<file path="config.mk">
export PLATFORM = sky130hd
export DESIGN_NAME = uart_receiver_flat
export DESIGN_NICKNAME = d
export VERILOG_FILES = /design/src/rtl/uart_rx_if.sv /design/src/rtl/uart_receiver.sv /design/src/flat_wrapper.sv
export SDC_FILE = /design/constraint.sdc
export NUM_CORES = 1
export LEC_CHECK = 0
export ABC_CLOCK_PERIOD_IN_PS = 4650
export BUFFER_PORTS_ARGS = -buffer_cell sky130_fd_sc_hd__buf_2
export CAP_MARGIN = 0
export CORE_MARGIN = 2
export CORE_UTILIZATION = 44
export DETAILED_ROUTE_END_ITERATION = 8
export PLACE_DENSITY = 0.6
export SYNTH_ARGS = -nofsm -noshare
export SYNTH_HDL_FRONTEND = slang
export SYNTH_SLANG_ARGS = --single-unit
</file>
<file path="constraint.sdc">
create_clock -name clk -period 4.65 [get_ports clk]
set_clock_uncertainty 0.05 [all_clocks]
set_input_delay 0.6975 -clock clk [delete_from_list [all_inputs] [get_ports clk]]
set_output_delay 0.6975 -clock clk [all_outputs]
set_load 0.01 [all_outputs]
</file>
<file path="src/rtl/uart_rx_if.sv">
// Receiver-side signal bundle for uart_receiver: line input, control inputs
// and the registered byte/flag outputs.
interface uart_rx_if;
  logic [2:0] baud_select;
  logic       Rx_EN;
  logic       RxD;
  logic [7:0] Rx_DATA;
  logic       Rx_VALID;
  logic       Rx_PERROR;
  logic       Rx_FERROR;

  modport slave (
    input  baud_select, Rx_EN, RxD,
    output Rx_DATA, Rx_VALID, Rx_PERROR, Rx_FERROR
  );

  modport master (
    output baud_select, Rx_EN, RxD,
    input  Rx_DATA, Rx_VALID, Rx_PERROR, Rx_FERROR
  );
endinterface

</file>
<file path="src/rtl/uart_receiver.sv">
// 8E1 UART receiver with 16x oversampling, 100 MHz clock.
// Outputs are registered and pulse for one cycle after the stop-bit sample.
module uart_receiver (
  input  logic      clk,
  input  logic      reset,
  uart_rx_if.slave  rx
);

  typedef enum logic [2:0] {IDLE, START, DATA, PARITY, STOP} state_t;

  state_t      state_q, state_d;
  logic        rxd_s1_q, rxd_s2_q, rxd_prev_q;
  logic [2:0]  baud_q, baud_d;
  logic [14:0] tick_cnt_q, tick_cnt_d;
  logic [3:0]  smp_cnt_q, smp_cnt_d;
  logic [2:0]  bit_cnt_q, bit_cnt_d;
  logic [7:0]  shift_q, shift_d;
  logic        par_q, par_d;
  logic [7:0]  data_q, data_d;
  logic        valid_q, valid_d;
  logic        perr_q, perr_d;
  logic        ferr_q, ferr_d;

  logic        start_edge, tick, half_bit, centre;
  logic        par_bad, stop_bad;

  // Clocks per 16x tick at 100 MHz.
  function automatic logic [14:0] baud_div(input logic [2:0] sel);
    case (sel)
      3'b000:  baud_div = 15'd20833;
      3'b001:  baud_div = 15'd5208;
      3'b010:  baud_div = 15'd1302;
      3'b011:  baud_div = 15'd651;
      3'b100:  baud_div = 15'd326;
      3'b101:  baud_div = 15'd163;
      3'b110:  baud_div = 15'd109;
      default: baud_div = 15'd54;
    endcase
  endfunction

  assign start_edge = rx.Rx_EN && rxd_prev_q && !rxd_s2_q;
  assign tick       = (tick_cnt_q == (baud_div(baud_q) - 15'd1));
  assign half_bit   = tick && (smp_cnt_q == 4'd7);
  assign centre     = tick && (smp_cnt_q == 4'd15);
  assign par_bad    = ^{shift_q, par_q};
  assign stop_bad   = !rxd_s2_q;

  always_ff @(posedge clk) begin
    if (!reset) state_q <= IDLE;
    else        state_q <= state_d;
  end

  always_comb begin
    state_d = state_q;
    if (!rx.Rx_EN) begin
      state_d = IDLE;
    end else begin
      case (state_q)
        IDLE:    if (start_edge) state_d = START;
        START:   if (half_bit) state_d = rxd_s2_q ? IDLE : DATA;
        DATA:    if (centre && (bit_cnt_q == 3'd7)) state_d = PARITY;
        PARITY:  if (centre) state_d = STOP;
        STOP:    if (centre) state_d = IDLE;
        default: state_d = IDLE;
      endcase
    end
  end

  always_comb begin
    baud_d     = baud_q;
    tick_cnt_d = tick ? 15'd0 : tick_cnt_q + 15'd1;
    smp_cnt_d  = tick ? smp_cnt_q + 4'd1 : smp_cnt_q;
    bit_cnt_d  = bit_cnt_q;
    shift_d    = shift_q;
    par_d      = par_q;
    data_d     = data_q;
    valid_d    = 1'b0;
    perr_d     = 1'b0;
    ferr_d     = 1'b0;
    case (state_q)
      IDLE: begin
        tick_cnt_d = 15'd0;
        smp_cnt_d  = 4'd0;
        bit_cnt_d  = 3'd0;
        if (start_edge) baud_d = rx.baud_select;
      end
      // Restart the 16-tick count at mid start bit so later samples land on bit centres.
      START:  if (half_bit) smp_cnt_d = 4'd0;
      DATA: begin
        if (centre) begin
          shift_d   = {rxd_s2_q, shift_q[7:1]};
          bit_cnt_d = bit_cnt_q + 3'd1;
        end
      end
      PARITY: if (centre) par_d = rxd_s2_q;
      STOP: begin
        if (centre) begin
          perr_d = par_bad;
          ferr_d = stop_bad;
          if (!par_bad && !stop_bad) begin
            data_d  = shift_q;
            valid_d = 1'b1;
          end
        end
      end
      default: ;
    endcase
    if (!rx.Rx_EN) begin
      tick_cnt_d = 15'd0;
      smp_cnt_d  = 4'd0;
      bit_cnt_d  = 3'd0;
      data_d     = data_q;
      valid_d    = 1'b0;
      perr_d     = 1'b0;
      ferr_d     = 1'b0;
    end
  end

  always_ff @(posedge clk) begin
    if (!reset) begin
      rxd_s1_q   <= 1'b1;
      rxd_s2_q   <= 1'b1;
      rxd_prev_q <= 1'b1;
      baud_q     <= 3'd0;
      tick_cnt_q <= 15'd0;
      smp_cnt_q  <= 4'd0;
      bit_cnt_q  <= 3'd0;
      data_q     <= 8'h00;
      valid_q    <= 1'b0;
      perr_q     <= 1'b0;
      ferr_q     <= 1'b0;
    end else begin
      rxd_s1_q   <= rx.RxD;
      rxd_s2_q   <= rxd_s1_q;
      rxd_prev_q <= rxd_s2_q;
      baud_q     <= baud_d;
      tick_cnt_q <= tick_cnt_d;
      smp_cnt_q  <= smp_cnt_d;
      bit_cnt_q  <= bit_cnt_d;
      data_q     <= data_d;
      valid_q    <= valid_d;
      perr_q     <= perr_d;
      ferr_q     <= ferr_d;
    end
  end

  always_ff @(posedge clk) begin
    shift_q <= shift_d;
    par_q   <= par_d;
  end

  assign rx.Rx_DATA   = data_q;
  assign rx.Rx_VALID  = valid_q;
  assign rx.Rx_PERROR = perr_q;
  assign rx.Rx_FERROR = ferr_q;

endmodule

</file>
<file path="src/flat_wrapper.sv">
// flat-port wrapper written by rule: the top's interface ports become plain ports
module uart_receiver_flat 
  (clk, reset, rx_baud_select, rx_Rx_EN, rx_RxD, rx_Rx_DATA, rx_Rx_VALID, rx_Rx_PERROR, rx_Rx_FERROR);
  uart_rx_if rx_i ();
  input  logic clk;
  input  logic reset;
  input wire logic [$bits(rx_i.baud_select)-1:0] rx_baud_select;
  input wire logic [$bits(rx_i.Rx_EN)-1:0] rx_Rx_EN;
  input wire logic [$bits(rx_i.RxD)-1:0] rx_RxD;
  output wire logic [$bits(rx_i.Rx_DATA)-1:0] rx_Rx_DATA;
  output wire logic [$bits(rx_i.Rx_VALID)-1:0] rx_Rx_VALID;
  output wire logic [$bits(rx_i.Rx_PERROR)-1:0] rx_Rx_PERROR;
  output wire logic [$bits(rx_i.Rx_FERROR)-1:0] rx_Rx_FERROR;
  assign rx_i.baud_select = rx_baud_select;
  assign rx_i.Rx_EN = rx_Rx_EN;
  assign rx_i.RxD = rx_RxD;
  assign rx_Rx_DATA = rx_i.Rx_DATA;
  assign rx_Rx_VALID = rx_i.Rx_VALID;
  assign rx_Rx_PERROR = rx_i.Rx_PERROR;
  assign rx_Rx_FERROR = rx_i.Rx_FERROR;
  uart_receiver u_core (.clk(clk), .reset(reset), .rx(rx_i));
endmodule
</file>
# Word level (Yosys, flattened, before mapping)
# Index checks and enable logic that the tools add are counted.
[op_classes]
addsub = 4
n_eq_ne = 20
mux = 14
n_bitwise = 2
n_reduce_logical = 21
[op_table]
columns = ["op", "count"]
rows = [
  ["$pmux W15 S7", 1],
  ["$mux W3", 6],
  ["$add A15 B1 Y15 const B", 1],
  ["$eq A15 B15 Y1", 1],
  ["$eq A3 B3 Y1 const B", 5],
  ["$pmux W3 S5", 1],
  ["$sub A15 B1 Y15 const B", 1],
  ["$eq A3 B2 Y1 const B", 4],
  ["$ne A2 B1 Y1 const B", 6],
  ["$reduce_and A2 Y1", 5],
  ["$reduce_xor A9 Y1", 1],
  ["$mux W4", 2],
  ["$pmux W4 S2", 1],
  ["$reduce_and A4 Y1", 2],
  ["$eq A3 B1 Y1 const B", 2],
  ["$logic_and A1 B1 Y1", 6],
  ["$logic_not A3 Y1", 2],
  ["$pmux W3 S2", 1],
  ["$reduce_and A5 Y1", 1],
  ["$add A4 B1 Y4 const B", 1],
  ["$eq A4 B3 Y1 const B", 1],
  ["$eq A4 B4 Y1 const B", 1],
  ["$reduce_or A4 Y1", 1],
  ["$add A3 B1 Y3 const B", 1],
  ["other kinds (5)", 7],
]
[word_totals]
reg_bits = 51
out_inout_bits = 11
word_cells = 75

# Longest topological paths before layout
# Gate-level depths: netlist (run 1).
[logic_depth]
ltp_word = 8
mapped_depth = 14

# Worst setup path after synthesis (run 1)
# OpenSTA, ideal clock, no wires.
[synth_path]
path_type = "reg-to-reg"
from = "register u_core.baud_q[2]"
to = "register u_core.shift_q[0] (enable)"
setup_ns = 0.375
arrival_time_ns = 2.879
required_ns = 4.225
setup_slack_ns = 1.346
stages_incl_launch_ff = 12
n_path_buf = 0
cell_sequence = "dfxtp_1 -> inv_1 -> ha_1 -> a31oi_1 -> ha_1 -> o21ai_0 -> a221o_1 -> nand2_1 -> nand4_1 -> nor4_4 -> nand3_2 -> nor3_2"
[synth_via]
elab_chain_len = 6
word_cells_on_any_way = 12
[synth_rtl]
columns = ["item", "line", "rtl"]
rows = [
  ["start, declared", "uart_receiver.sv:13", "logic [2:0] baud_q, baud_d;"],
  ["start signal, assigned", "uart_receiver.sv:136", "baud_q <= baud_d;"],
  ["$eq A3 B3 Y1 (tied with other cells)", "uart_receiver.sv:29", "case (sel)"],
  ["$pmux W15 S7 (*)", "uart_receiver.sv:29", ""],
  ["$sub A15 B1 Y15 (*)", "uart_receiver.sv:42", "assign tick = (tick_cnt_q == (baud_div(baud_q) - 15'd1));"],
  ["$eq A15 B15 Y1 (*)", "uart_receiver.sv:42", ""],
  ["$logic_and A1 B1 Y1 (*)", "uart_receiver.sv:44", "assign centre = tick && (smp_cnt_q == 4'd15);"],
  ["$reduce_and A2 Y1 (no line) (*)", "-", ""],
  ["end signal, assigned", "uart_receiver.sv:148", "shift_q <= shift_d;"],
  ["end, declared", "uart_receiver.sv:17", "logic [7:0] shift_q, shift_d;"],
]
# Every way passes the cells marked *; elsewhere a longest branch is shown, timed or not.
# A chain may end at the register's enable or synchronous reset.

# Worst setup path in the final report (run 1)
[layout_path]
from = "register u_core.baud_q[2]"
to = "register u_core.shift_q[6] (enable)"
# The elaborated chain is that of the path after synthesis.

==> run summary, run 1 <==
========================================================================================
Number of remaining DRC errors ............................................            0
Category of the critical setup timing path ................................      reg2reg
Worst Max-Slew Pin Slew ...................................................    0.6650 ns
Antenna violations before repair ..........................................            0
Critical R2R Capture ...................................................... u_core.shift_q[6]$_DFFE_PP_
Setup violations, final ...................................................            0
Largest net degree at the start of global routing .........................           29
Number of search-and-repair iterations in the first detailed-routing pass .            4
Overall fraction of global-route tracks in use ............................       0.1578
Routed wire length ........................................................      5205 um
Peak VDD IR ...............................................................    0.1354 mV
Flip-flop cell with the highest count after synthesis .....................      dfxtp_1
Switching power as a share of total power .................................       0.2421
Area of the die ...........................................................     7030 um2
Post-CTS Repair Setup Buffers .............................................            0
Total negative slack for setup checks .....................................         0 ns
Half-perimeter wire length after placement ................................      3816 um
Sequential-to-total area share from yosys stat ............................       0.3961
Die extent in y ...........................................................     83.85 um
Area after DPL ............................................................     2897 um2
Root buf cell .............................................................     clkbuf_8
Number of DRC markers after the initial detailed-route iteration ..........          160
Top fanout value on the critical path .....................................           18
Count of fill cells added during filler insertion .........................          598
Mean instance size in the synthesized netlist .............................    9.320 um2
Number of hold-slack violations in the final timing report ................            0
Max-cap violation count ...................................................            0
Antenna viol nets, final ..................................................            0
Type of the worst min-delay path ..........................................      reg2reg
Initial Utilization .......................................................       0.4495
Horizontal die dimension ..................................................     83.85 um
Worst r2r src ............................................................. u_core.baud_q[2]$_SDFFE_PN0P_
Launch point of the worst hold path ....................................... u_core.rxd_s1_q$_SDFF_PN1_
Max Transition Viols Final ................................................            0
Cell count of the worst reg-to-reg path ...................................           11
P_int .....................................................................  0.0005750 W
Synth async-reset ratio ...................................................            0
Worst reg-to-reg setup slack ..............................................      0.57 ns
Worst Hold Path EP ........................................................ u_core.rxd_s2_q$_SDFF_PN1_
Net switching power .......................................................  0.0001837 W
Count of cell types in the netlist ........................................           52
Post-detailed-route wirelength per cell ...................................     13.31 um
Count of inserted antenna diode cells .....................................            0
Fraction of synthesized cell area taken by the top area cell type .........       0.2997
CTS clk-pin slew, worst paths .............................................      0.10 ns
Number of enable-type register cells in the synthesized netlist ...........            9
Gate power share ..........................................................        0.049
Remaining max-slew budget at the tightest pin .............................       0.5542
Num rows ..................................................................           29
Cell type contributing the most total cell area after synthesis ...........      dfxtp_1
RSZ-0062 raised after global routing ......................................        false
CTS buffer count ..........................................................            5
Storage cell area .........................................................     1111 um2
Vias ......................................................................         2089
Overflow left after global routing ........................................            0
Max Fclk ..................................................................    245.1 MHz
Critical path capture point type ..........................................         flop
Total Nets Final ..........................................................          330
Resize count post-CTS .....................................................            0
Share of total power in sequential cells ..................................        0.596
Post-Layout Inst Area .....................................................     2993 um2
Hold path depth ...........................................................            1
Number of standard cells after synthesis ..................................          301
Via count of the first global-routing pass ................................         1906
Area grow syn2layout ......................................................       6.690%
Critical path data arrival time ...........................................      3.98 ns
Type of origin of the critical path .......................................         flop
Share of the cycle needed by the critical path after routing ..............       0.8774
Weighted congestion at the end of routability-driven global placement .....       0.8852
Number of nets in the synthesized netlist .................................          318
Crit path time final ......................................................     4.080 ns
# IOs .....................................................................           18
Footprint of the multi-input gates ........................................     1574 um2
P_leak ....................................................................     1.040 nW
Drt via density ...........................................................        5.343
Run status ................................................................ finished, final reports clean
Data required time of the critical path ...................................      4.55 ns
Clock network latency to the later pin of the worst-skew pair .............      0.31 ns
Deepest level of the CTS H-tree ...........................................            2
Sinks on Clock Net ........................................................           51
IO buf count ..............................................................           17
Total power per unit cell area ............................................ 253.5 nW/um2
Deepest clock path buffer count ...........................................            2
Top area cells in the synthesized netlist ................................. dfxtp_1, edfxtp_1, nand2_1
Count of warnings emitted by yosys ........................................            0
Clock group share of total power ..........................................        0.355
Area of the mapped netlist ................................................     2805 um2
Number of hold buffers added after CTS ....................................            0
Fraction of layout instances using a drive strength above 1 ...............       0.1274
TritonCTS clock tree ......................................................          yes
First-pass GRT wire length ................................................      9059 um
Most numerous cell types in the synthesized netlist ....................... nand2_1, dfxtp_1, nor2_1
Most frequently used cell type in the post-synthesis netlist ..............      nand2_1
Total core area ...........................................................     6241 um2
Number of storage elements in the synthesis netlist .......................           51
========================================================================================
## final cells by class
cell class                      count  area share
Clock buffer                        5     0.02299
Clock inverter                      3    0.009197
Inverter                            6    0.007525
Tap cell                           77     0.03219
Timing Repair Buffer               18     0.03094
Sequential cell                    51      0.3712
Multi-Input combinational cell    231      0.5259
## registers in the layout (all words and copies together) (netlist names)
signal	cells
u_core.rx.Rx_PERROR	1
u_core.smp_cnt_q	4
u_core.rx.Rx_DATA	8
u_core.shift_q	8
u_core.rxd_s2_q	1
u_core.rxd_s1_q	1
u_core.bit_cnt_q	3
u_core.baud_q	3
u_core.state_q	3
u_core.tick_cnt_q	15
u_core.rxd_prev_q	1
u_core.rx.Rx_VALID	1
u_core.par_q	1
u_core.rx.Rx_FERROR	1
## worst max path at each step
stage,startpoint,depth (start not counted),end,slack [ns]
global route,u_core.baud_q[2]$_SDFFE_PN0P_,11,u_core.shift_q[6]$_DFFE_PP_,0.12
floorplan,u_core.baud_q[2]$_SDFFE_PN0P_,11,u_core.shift_q[0]$_DFFE_PP_,1.35
finish,u_core.baud_q[2]$_SDFFE_PN0P_,11,u_core.shift_q[6]$_DFFE_PP_,0.57
global placement,u_core.baud_q[2]$_SDFFE_PN0P_,11,u_core.shift_q[1]$_DFFE_PP_,0.68
detailed placement,u_core.baud_q[2]$_SDFFE_PN0P_,11,u_core.shift_q[1]$_DFFE_PP_,0.58
CTS,u_core.baud_q[2]$_SDFFE_PN0P_,11,u_core.shift_q[6]$_DFFE_PP_,0.55
## metrics by stage
| step | utilization | hold slack, ns | std cells | power, W | setup WS, ns |
|---|---|---|---|---|---|
| finish | 0.4796 | 0.3694 | 391 | 0.0007587 | 0.5699 |
| global route | 0.4796 | 0.3833 | 391 | 0.0007891 | 0.1212 |
| CTS | 0.4796 | 0.3758 | 391 | 0.0007681 | 0.5481 |
| detailed placement | 0.4641 | 0.3501 | 383 | 0.0004993 | 0.5830 |
| global placement | 0.4641 | 0.3449 | 383 | 0.0004989 | 0.6796 |
| floorplan | - | 0.3363 | 301 | 0.0004924 | 1.346 |
## routing by layer
layer | routed length, um | vias up | GRT usage
li1 | - | 1081 | -
met1 | 2617 | 955 | 0.2251
met2 | 2314 | 44 | 0.2444
met3 | 211 | 9 | 0.03264
met4 | 61 | 0 | 0.03959
met5 | 0 | - | 0
## kinds of logic after synthesis
kind of cell,count (synthesis),share of synthesized area
compound gates,36,0.08029
xor+xnor,32,0.1053
fa+ha+maj,11,0.04817
buf+inv,19,0.04281
flops,51,0.3961
mux,16,0.05709
simple gates,136,0.2703
## layout by cell type (no fill, tap or decap), types with 2 or more instances in the layout
master and n:
xor2_1 12, nor3_2 2, nand2b_1 8, ha_1 10, edfxtp_1 9, or3_1 2
a21oi_1 12, dfxtp_1 42, nor3_1 8, nor4bb_1 2, nor2_1 26, buf_2 17
nand3_1 9, nor2b_1 6, clkbuf_8 5, nand4_1 6, nand2_1 43, nor4_4 2
xnor2_2 2, and3_1 6, xnor2_1 18, nor4_1 4, o21ai_0 6, a31oi_1 7
nor4b_2 2, mux2i_1 16, inv_1 6
## worst max-delay path, cell delays in order (launching register included)
cell and delay, ns:
dfxtp_1 0.75, inv_1 0.30, ha_1 0.34, a31oi_1 0.15, ha_1 0.23, o21ai_0 0.13
a221o_1 0.35, nand2_1 0.07, nand4_1 0.14, nor4_4 0.39, nand3_2 0.24, nor3_2 0.61
## power by group through the flow
stage,combinational (W),sequential [W],clock (W)
finish,0.0000370,0.000452,0.000269
global route,0.0000413,0.000453,0.000295
CTS,0.0000372,0.000452,0.000279
detailed placement,0.0000368,0.000462,0
global placement,0.0000365,0.000462,0
floorplan,0.0000318,0.000461,0
Note: power is estimated with default switching activity, not from simulation.
==> inputs of run 2 (changes only) <==
REMOVE_ABC_BUFFERS = 1   (was default)
==> run 2 against run 1 <==
  * Setup slack got worse by 0.013 ns
  * Clock power decreased by 3%
  * Non-clock buffer count did not move
  * Sequential share of layout area is 0.062 points higher
  * Critical path depth is the same
  * Utilization shrank 0.080 points
  * Wire length down 2.6%
  * Largest cell class unchanged
  * Largest power group unchanged
  * Highest routed layer unchanged
==> run summary, run 2 (synthesis results as in run 1) <==
========================================================================================
RSZ-0062 raised after global routing ......................................        false
Num rows ..................................................................           29   unchanged
Tot Pwr ...................................................................  0.0007497 W   -1.2%
Number of remaining DRC errors ............................................            0   unchanged
TritonCTS clock tree ......................................................          yes
Footprint of the multi-input gates ........................................     1574 um2   unchanged
CP max-delay cell .........................................................      dfxtp_1
Largest net degree at the start of global routing .........................           29   unchanged
Worst r2r src ............................................................. u_core.baud_q[2]$_SDFFE_PN0P_
Critical path capture point type ..........................................         flop
Net switching power .......................................................  0.0001774 W   -3.4%
CTS buffer count ..........................................................            5   unchanged
CP max stage delay ........................................................      0.75 ns   about the same
Area grow syn2layout ......................................................       6.512%
Share of the cycle needed by the critical path after routing ..............       0.8803   +0.002871
Type of origin of the critical path .......................................         flop
Storage cell area .........................................................     1111 um2   unchanged
Launch point of the worst hold path ....................................... u_core.rxd_s1_q$_SDFF_PN1_
Area of the die ...........................................................     7030 um2   unchanged
Gate power share ..........................................................        0.048   about the same
Root buf cell .............................................................     clkbuf_8
Count of fill cells added during filler insertion .........................          611   +2.2%
Met1 layer usage reported by global route .................................       0.2110   -0.01406
Top fanout value on the critical path .....................................           18   unchanged
Drt via density ...........................................................        5.330   -0.24%
Met2 demand-to-capacity share in global routing ...........................       0.2356   -0.008727
Routed wire length ........................................................      5070 um   -2.6%
Hold path depth ...........................................................            1   unchanged
Share of total power in sequential cells ..................................        0.603   +0.007
Total Nets Final ..........................................................          330   unchanged
Sinks on Clock Net ........................................................           51   unchanged
Post-detailed-route wirelength per cell ...................................     12.97 um   -2.6%
Max Transition Viols Final ................................................            0   unchanged
Type of the worst min-delay path ..........................................      reg2reg
Initial Utilization .......................................................       0.4495   unchanged
Clock network latency to the later pin of the worst-skew pair .............      0.31 ns   about the same
Total core area ...........................................................     6241 um2   unchanged
Setup violations, final ...................................................            0   unchanged
Clock group share of total power ..........................................        0.349   -0.006
Via count of the first global-routing pass ................................         1921   +0.79%
Commonest cells after routing, fill and taps aside ........................ nand2_1, dfxtp_1, nor2_1
First-pass GRT wire length ................................................      8783 um   -3.0%
Vias ......................................................................         2084   -0.24%
Worst Hold Path EP ........................................................ u_core.rxd_s2_q$_SDFF_PN1_
P_leak ....................................................................     1.043 nW   +0.22%
Overall fraction of global-route tracks in use ............................       0.1524   -0.005415
Routing usage on met3 .....................................................      0.03561   +0.002967
Post-Layout Inst Area .....................................................     2988 um2   -0.17%
Worst Max-Slew Pin Slew ...................................................    0.6956 ns   +0.03055 ns
Worst path setup slack after routing ......................................    0.5566 ns   -0.01335 ns
Total negative slack for setup checks .....................................         0 ns   unchanged
Cell count of the worst reg-to-reg path ...................................           11   unchanged
Horizontal die dimension ..................................................     83.85 um   unchanged
Number of flip-flops under the largest register name ......................           15   unchanged
Most common library cell in the layout ignoring fill and taps .............      nand2_1
Worst reg-to-reg setup slack ..............................................      0.56 ns   about the same
Post-CTS Repair Setup Buffers .............................................            0   unchanged
Number of search-and-repair iterations in the first detailed-routing pass .            4   unchanged
Number of hold buffers added after CTS ....................................            0   unchanged
Data required time of the critical path ...................................      4.55 ns   about the same
# IOs .....................................................................           18   unchanged
Cell seen most often among critical-path stages ...........................         ha_1
CTS clk-pin slew, worst paths .............................................      0.09 ns   about the same
Total power per unit cell area ............................................ 250.9 nW/um2   -1.0%
Antenna violations before repair ..........................................            0   unchanged
Weighted congestion at the end of routability-driven global placement .....       0.8599   -2.9%
Count of inserted antenna diode cells .....................................            0   unchanged
Resize count post-CTS .....................................................            0   unchanged
Critical path data arrival time ...........................................      3.99 ns   about the same
Overflow left after global routing ........................................            0   unchanged
Deepest clock path buffer count ...........................................            2   unchanged
Cell breakdown of the critical path ....................................... inv_1 > ha_1 > a31oi_1 > ha_1 > o21ai_0 > a221o_1 > nand2_1 > nand4_1 > nor4_4 > nand3_2 > nor3_2
IO buf count ..............................................................           17   unchanged
Max-cap violation count ...................................................            0   unchanged
Antenna viol nets, final ..................................................            0   unchanged
Switching power as a share of total power .................................       0.2367   -0.005439
Area after DPL ............................................................     2897 um2   unchanged
Run status ................................................................ finished, final reports clean
Top Usage Layer GRT .......................................................         met2
Crit path time final ......................................................     4.093 ns   +0.01335 ns
Remaining max-slew budget at the tightest pin .............................       0.5338   -0.02048
Half-perimeter wire length after placement ................................      3709 um   -2.8%
Category of the critical setup timing path ................................      reg2reg
Fraction of layout instances using a drive strength above 1 ...............       0.1274   unchanged
Number of hold-slack violations in the final timing report ................            0   unchanged
Biggest register .......................................................... u_core.tick_cnt_q
Deepest level of the CTS H-tree ...........................................            2   unchanged
Max Fclk ..................................................................    244.3 MHz   -0.33%
P_int .....................................................................  0.0005723 W   -0.47%
Die extent in y ...........................................................     83.85 um   unchanged
Peak VDD IR ...............................................................    0.1417 mV   +4.6%
Number of DRC markers after the initial detailed-route iteration ..........           89   -44%
Critical R2R Capture ...................................................... u_core.shift_q[6]$_DFFE_PP_
Post-placement worst setup slack ..........................................    0.5042 ns   -0.07885 ns
========================================================================================
-- run 2: changes by cell type in the layout (fill, tap and decap cells not counted) --
cell	delta
clkinv_2	+1
clkinvlp_4	-1
inv_6	+1
inv_8	-1
-- run 2: per-stage QoR --
stage | hold slack, ns | cells | util
final | 0.3641 | 391 | 0.4787
after detailed placement | 0.3422 | 383 | 0.4641
after floorplan | 0.3363 | 288 | -
after CTS | 0.3676 | 391 | 0.4787
after global placement | 0.3395 | 383 | 0.4641
after global routing | 0.4193 | 391 | 0.4787
-- run 2: worst max-delay path by stage --
stage	depth (start not counted)	start	endpoint	slack, ns
global placement	11	u_core.baud_q[2]$_SDFFE_PN0P_	u_core.shift_q[0]$_DFFE_PP_	0.62
floorplan	11	u_core.baud_q[1]$_SDFFE_PN0P_	u_core.shift_q[0]$_DFFE_PP_	0.90
CTS	11	u_core.baud_q[2]$_SDFFE_PN0P_	u_core.shift_q[6]$_DFFE_PP_	0.50
detailed placement	11	u_core.baud_q[2]$_SDFFE_PN0P_	u_core.shift_q[0]$_DFFE_PP_	0.50
finish	11	u_core.baud_q[2]$_SDFFE_PN0P_	u_core.shift_q[6]$_DFFE_PP_	0.56
global route	11	u_core.baud_q[2]$_SDFFE_PN0P_	u_core.shift_q[1]$_DFFE_PP_	0.18
-- run 2: layout make-up --
type / instances / area share
inverters: 6 / 0.007538
clock inverters: 3 / 0.007538
clock buffers: 5 / 0.02303
well taps: 77 / 0.03224
multi-input cells: 231 / 0.5268
repair buffers: 18 / 0.03099
flip-flops and latches: 51 / 0.3719
-- run 2: power groups by stage --
stage | Sequential (W) | Combinational (W) | Clock [W]
finish | 0.000452 | 0.0000364 | 0.000261
global route | 0.000453 | 0.0000410 | 0.000296
CTS | 0.000452 | 0.0000366 | 0.000275
detailed placement | 0.000462 | 0.0000365 | 0
global placement | 0.000462 | 0.0000360 | 0
floorplan | 0.000463 | 0.0000255 | 0
-- run 2: critical path: cells and delay by family, from the launching register on --
| family | cells | cell delay (ns) |
|---|---|---|
| AO/OA/AOI/OAI | 3 | 0.59 |
| adder cells (fa/ha/maj) | 2 | 0.56 |
| buffers and inverters | 1 | 0.30 |
| flip-flops | 1 | 0.75 |
| AND/OR/NAND/NOR | 5 | 1.49 |
-- run 2: per-layer routing --
metal | vias to the layer above | routed length [um] | part of all wire
li1 | 1068 | - | -
met1 | 985 | 2570 | 0.51
met2 | 26 | 2271 | 0.45
met3 | 5 | 159 | 0.031
met4 | 0 | 68 | 0.013
met5 | - | 0 | 0
